**config.mk**
```make
export PLATFORM = sky130hd
export DESIGN_NAME = rr_mux_arbiter
export DESIGN_NICKNAME = d
export VERILOG_FILES = /design/src/rtl/rr_mux_arbiter_pkg.sv /design/src/rtl/rr_mux_arbiter_mux4_w.sv /design/src/rtl/rr_mux_arbiter.sv
export SDC_FILE = /design/constraint.sdc
export NUM_CORES = 1
export LEC_CHECK = 0
export ABC_CLOCK_PERIOD_IN_PS = 2900
export CAP_MARGIN = 20
export CORE_ASPECT_RATIO = 1.1
export CORE_MARGIN = 2
export CORE_UTILIZATION = 40
export DETAILED_ROUTE_END_ITERATION = 7
export PLACE_DENSITY_LB_ADDON = 0.15
export SLEW_MARGIN = 30
export SYNTH_ARGS = -nofsm -noshare
export SYNTH_HDL_FRONTEND = slang
export SYNTH_SLANG_ARGS = --single-unit
```
**constraint.sdc**
```tcl
create_clock -name clk -period 2.9 [get_ports clk]
set_clock_uncertainty 0.1 [all_clocks]
set_input_delay 0.58 -clock clk [delete_from_list [all_inputs] [get_ports clk]]
set_output_delay 0.58 -clock clk [all_outputs]
set_load 0.02 [all_outputs]
```
**src/rtl/rr_mux_arbiter_pkg.sv**
```systemverilog
// Shared definitions for the round-robin mux arbiter.
//   state_e        : controller state encoding (StIdle = no owner, StOwn = grant held)
//   HoldMaxDefault : default tenure limit while another requester waits
//   pick_t/rr_pick : rotating first-set search over a 4-bit request vector
//   onehot4        : 2-bit index to 4-bit one-hot
package rr_mux_arbiter_pkg;

    typedef enum logic {
        StIdle = 1'b0,
        StOwn  = 1'b1
    } state_e;

    localparam int unsigned HoldMaxDefault = 4;

    typedef struct packed {
        logic       found;
        logic [1:0] idx;
    } pick_t;

    // First set bit of cand, searching start, start+1, ... modulo 4.
    // Iterates from the farthest offset down so the nearest hit is written last.
    function automatic pick_t rr_pick(input logic [3:0] cand, input logic [1:0] start);
        pick_t      p;
        logic [1:0] c;
        p.found = 1'b0;
        p.idx   = start;
        for (int k = 3; k >= 0; k--) begin
            c = start + 2'(k);
            if (cand[c]) begin
                p.found = 1'b1;
                p.idx   = c;
            end
        end
        return p;
    endfunction

    function automatic logic [3:0] onehot4(input logic [1:0] idx);
        return 4'b0001 << idx;
    endfunction

endpackage

```
**src/rtl/rr_mux_arbiter_mux4_w.sv**
```systemverilog
// mux4_w: combinational WIDTH-bit 4:1 multiplexer.
//   d0..d3 : data inputs
//   sel    : select, 2'd0 picks d0
//   y      : selected data
module mux4_w #(
    parameter int unsigned WIDTH = 8
) (
    input  logic [WIDTH-1:0] d0,
    input  logic [WIDTH-1:0] d1,
    input  logic [WIDTH-1:0] d2,
    input  logic [WIDTH-1:0] d3,
    input  logic [1:0]       sel,
    output logic [WIDTH-1:0] y
);

    always_comb begin
        y = d0;
        unique case (sel)
            2'd0: y = d0;
            2'd1: y = d1;
            2'd2: y = d2;
            2'd3: y = d3;
            default: y = d0;
        endcase
    end

endmodule

```
**src/rtl/rr_mux_arbiter.sv**
```systemverilog
// rr_mux_arbiter: four-requester round-robin arbiter driving a shared registered 4:1 mux.
// An owner keeps the grant while it requests, but after HOLD_MAX consecutive cycles it
// yields to any other waiting requester.
//   clk       : clock, rising edge
//   rst_n     : synchronous active-low reset
//   req       : request per requester
//   d0..d3    : requester data
//   grant     : one-hot owner, zero when idle
//   sel       : owner index (mux select), held while idle
//   out_data  : registered mux output, held while idle
//   out_valid : out_data carries a live owner's data
module rr_mux_arbiter
    import rr_mux_arbiter_pkg::*;
#(
    parameter int unsigned WIDTH    = 8,
    parameter int unsigned HOLD_MAX = HoldMaxDefault
) (
    input  logic             clk,
    input  logic             rst_n,
    input  logic [3:0]       req,
    input  logic [WIDTH-1:0] d0,
    input  logic [WIDTH-1:0] d1,
    input  logic [WIDTH-1:0] d2,
    input  logic [WIDTH-1:0] d3,
    output logic [3:0]       grant,
    output logic [1:0]       sel,
    output logic [WIDTH-1:0] out_data,
    output logic             out_valid
);

    localparam logic [7:0] HoldLast = 8'(HOLD_MAX - 1);

    state_e           state;
    logic [1:0]       ptr;
    logic [7:0]       hold;
    logic [WIDTH-1:0] mux_y;
    pick_t            pick_any;
    pick_t            pick_rot;

    mux4_w #(
        .WIDTH (WIDTH)
    ) u_mux (
        .d0  (d0),
        .d1  (d1),
        .d2  (d2),
        .d3  (d3),
        .sel (sel),
        .y   (mux_y)
    );

    // pick_rot excludes the current owner so a rotation only lands on someone else.
    assign pick_any = rr_pick(req, ptr);
    assign pick_rot = rr_pick(req & ~grant, ptr);

    always_ff @(posedge clk) begin
        if (!rst_n) begin
            state     <= StIdle;
            grant     <= 4'b0000;
            sel       <= 2'd0;
            ptr       <= 2'd0;
            hold      <= 8'd0;
            out_data  <= '0;
            out_valid <= 1'b0;
        end else begin
            if (state == StOwn) begin
                out_data <= mux_y;
            end
            out_valid <= (state == StOwn) && req[sel];

            case (state)
                StIdle: begin
                    if (pick_any.found) begin
                        state <= StOwn;
                        grant <= onehot4(pick_any.idx);
                        sel   <= pick_any.idx;
                        ptr   <= pick_any.idx + 2'd1;
                        hold  <= 8'd0;
                    end
                end
                StOwn: begin
                    if (!req[sel]) begin
                        // Owner released: hand over directly, or fall idle with sel held.
                        if (pick_any.found) begin
                            grant <= onehot4(pick_any.idx);
                            sel   <= pick_any.idx;
                            ptr   <= pick_any.idx + 2'd1;
                        end else begin
                            state <= StIdle;
                            grant <= 4'b0000;
                        end
                        hold <= 8'd0;
                    end else if (hold < HoldLast) begin
                        hold <= hold + 8'd1;
                    end else if (pick_rot.found) begin
                        grant <= onehot4(pick_rot.idx);
                        sel   <= pick_rot.idx;
                        ptr   <= pick_rot.idx + 2'd1;
                        hold  <= 8'd0;
                    end else begin
                        // Nobody else waiting: restart the tenure window.
                        hold <= 8'd0;
                    end
                end
                default: begin
                    state <= StIdle;
                    grant <= 4'b0000;
                end
            endcase
        end
    end

endmodule

```
==> results_dict.tcl <==
set metrics [dict create \
    drive_above_1_share_pct 14.41 \
    grt_antenna_before_repair 0 \
    crit_family "buffers and inverters" \
    clkTransAtPathRegs_ps 90 \
    die_y_um 72.18 \
    grt_max_degree 19 \
    grt_remaining_overflow 0 \
    power_density_nw_per_um2 554.0 \
    synthMuxAreaShare_pct 16.73 \
    grt_use_total_pct 18.06 \
    cp-end-kind "flip-flop" \
    synth-edff-count 0 \
    io_pins 53 \
    cp.arrival_ps 2610 \
    r2r_end "ptr[1]" \
    die_area_um2 4762 \
    num_vias 1576 \
    rsz0062_at_grt "false" \
    crit_buf_inv 2 \
    worstPathCellList "clkdlybuf4s50_1, nor3b_1, a221o_1, o22ai_1, inv_1, ha_1, nand3_1, a21oi_1, nor3_1" \
    synth_cells 183 \
    final.setup.worst_slack_ps 359.5 \
    viasPerCell 5.472 \
    wire_per_inst_um 14.18 \
    start_util_pct 42.01 \
    cts_buffers 3 \
    gp_congestion 0.7822 \
    status "complete, no violations" \
    die_w_um 65.98 \
    grt_pass1_vias 1441 \
    setup_viol 0 \
    final_hold_viol_count 0 \
    final.period_utilization_pct 87.60 \
    synth_area_um2 1690 \
    pre_cts_ws_ps 109.8 \
    total_power_mw 1.298 \
    synth_nets 224 \
    worst_hold_path.endpoint "hold[3]" \
    firstDrtPassIters 5 \
    cellLeakagePower_nw 0.8705 \
    fmax_mhz 393.6 \
    cts.sinks 26 \
    rows 24 \
    synth_cell_types 55 \
    cts_setup_buffers 0 \
    synth_warnings 0 \
    routed_wl_mm 4.084 \
    worst-setup-path-type "input port to flip-flop" \
    min_period_ps 2541 \
    critical_path.max_stage_delay_ps 600 \
    tightestPinTransition_ps 696.4 \
    tritoncts "yes" \
    tns_ps 0 \
    area_delta_synth_final_pct 38.56 \
    synth_top_family_by_area "simple AND/OR/NAND/NOR gates" \
    critical_path_peak_fanout 13 \
    cpMaxStageDelayCell "clkdlybuf4s50_1" \
    r2r-start "ptr[1]" \
    cts_buffer_depth 2 \
    async_flop_share_pct 0 \
    port_buffers 52 \
    max_slew_margin_pct 53.51 \
    antennaDiodeCount 0 \
    htreeDepth 1 \
    ys.flop_type "dfxtp_1" \
    worstSetupStartpointType "input port" \
    holdBufCountCts 0 \
    hold_class "flip-flop to flip-flop" \
    required_ps 2970 \
    vdd_drop_max_mv 0.3174 \
    final_max_slew_viol_count 0 \
    layout.nets 278 \
    synth-xor-area-share_pct 1.036 \
    worstHoldStart "hold[3]" \
    ys_ff_latch 26 \
    synthSimpleGateAreaFrac_pct 21.91 \
    cts_root_buf "clkbuf_8" \
    clk_latency_ps 270 \
    drtIter0Drc 101 \
    synth-compound-area-share_pct 21.24 \
    ant_nets 0 \
    avgSynthCellArea_um2 9.237 \
    place_hpwl_mm 3.158 \
    grt_pass1_wl_mm 6.727 \
    worstSetupPathDepth 9 \
    core_area_um2 4024 \
    cts_resized 0 \
    reg2reg_slack_ps 810 \
    seq_area_frac_synth_pct 30.79 \
    ff2ff_path_depth 8 \
    synth_fa_ha_area_share_pct 2.221 \
    min_path_cells 2 \
    drv_cap 0 \
    post-route-drc-count 0 \
]
-- final cells by class --
type / instances / area (µm²)
fill: 374 / 1682
multi-input combinational: 137 / 1067
timing repair buffer: 61 / 588.1
sequential: 26 / 520.5
tap: 52 / 65.06
clock buffer: 3 / 41.29
clock inverter: 1 / 30.03
inverter: 8 / 30.03
-- sequential cells by signal, indices dropped and copies added (netlist names) --
signal / count
state: 1
out_valid: 1
sel: 2
out_data: 8
grant: 4
ptr: 2
hold: 8
-- synthesized netlist by cell type (all sizes together) (2+ instances only) --
master  number  area share (%)
nand3        4             1.2
inv          7             1.6
a211oi       5             2.2
nor2        22             5.2
nor3         6             1.8
a311oi       3             1.9
dfxtp       26              31
a21oi       14             4.1
o22ai        7             2.6
nor3b        3             1.3
nand4        3             1.1
buf         10             3.8
nand2        9             2.0
mux2i        8             4.7
mux4         9              12
ha           3             2.2
or4          2             1.1
and2         2            0.74
a22oi        3             1.3
nand3b       2            0.89
nor4         3             2.4
nand2b       5             1.9
o21ai        3             1.3
clkbuf       2            0.52
nor2b        3             1.1
-- metal layers --
metal	global-route usage [%]	wire length [µm]
met5	0	0
met2	29.85	2080
met4	4.082	31
met3	3.256	162
met1	24.78	1809
-- cells in the final DEF, fill, tap and decap left out, types with 4 or more instances in the layout --
cell type,count
clkdlybuf4s50_1,52
mux2i_1,8
nand3_1,4
nand2b_1,5
o22ai_1,7
inv_1,6
a21oi_1,14
mux4_2,9
nand2_1,9
nor2_1,20
dfxtp_1,26
buf_4,9
a211oi_1,5
nor3_1,6
-- logic make-up after synthesis --
family | after synthesis
AND/OR/NAND/NOR | 67
AO/OA/AOI/OAI | 48
XOR/XNOR | 2
buffers and inverters | 20
adder cells (fa/ha/maj) | 3
multiplexers | 17
flip-flops | 26
-- through the flow --
step                      utilization (%)  std cells  hold slack [ps]  area [µm²]
after floorplan                         -        183            345.2        1690
after global placement              56.44        284            372.4        2271
after detailed placement            56.44        284            372.3        2271
after CTS                           58.21        288            386.2        2342
after global routing                58.21        288            435.5        2342
final                               58.21        288            385.7        2342
-- power by group --
part / switching, mW / internal [mW] / leakage, nW
combinational: 0.251 / 0.285 / 0.621
clock: 0.122 / 0.185 / 0.0357
sequential: 0.0569 / 0.399 / 0.214
-- tightest hold or removal path, delay by kind of cell, from the launching register on --
kind	cells	cell delay [ps]
DFF	1	340
AOI/OAI and AO/OA	1	50
and+or+nand+nor	1	60
-- how the worst max path moves through the flow --
stage | startpoint | slack (ps) | end
floorplan | req[2] | 680 | ptr[1]
global placement | req[2] | 150 | ptr[1]
detailed placement | req[2] | 110 | ptr[1]
CTS | req[2] | 380 | ptr[1]
global route | req[1] | 230 | ptr[1]
finish | req[2] | 360 | ptr[1]
(Power assumes the default switching activity.)
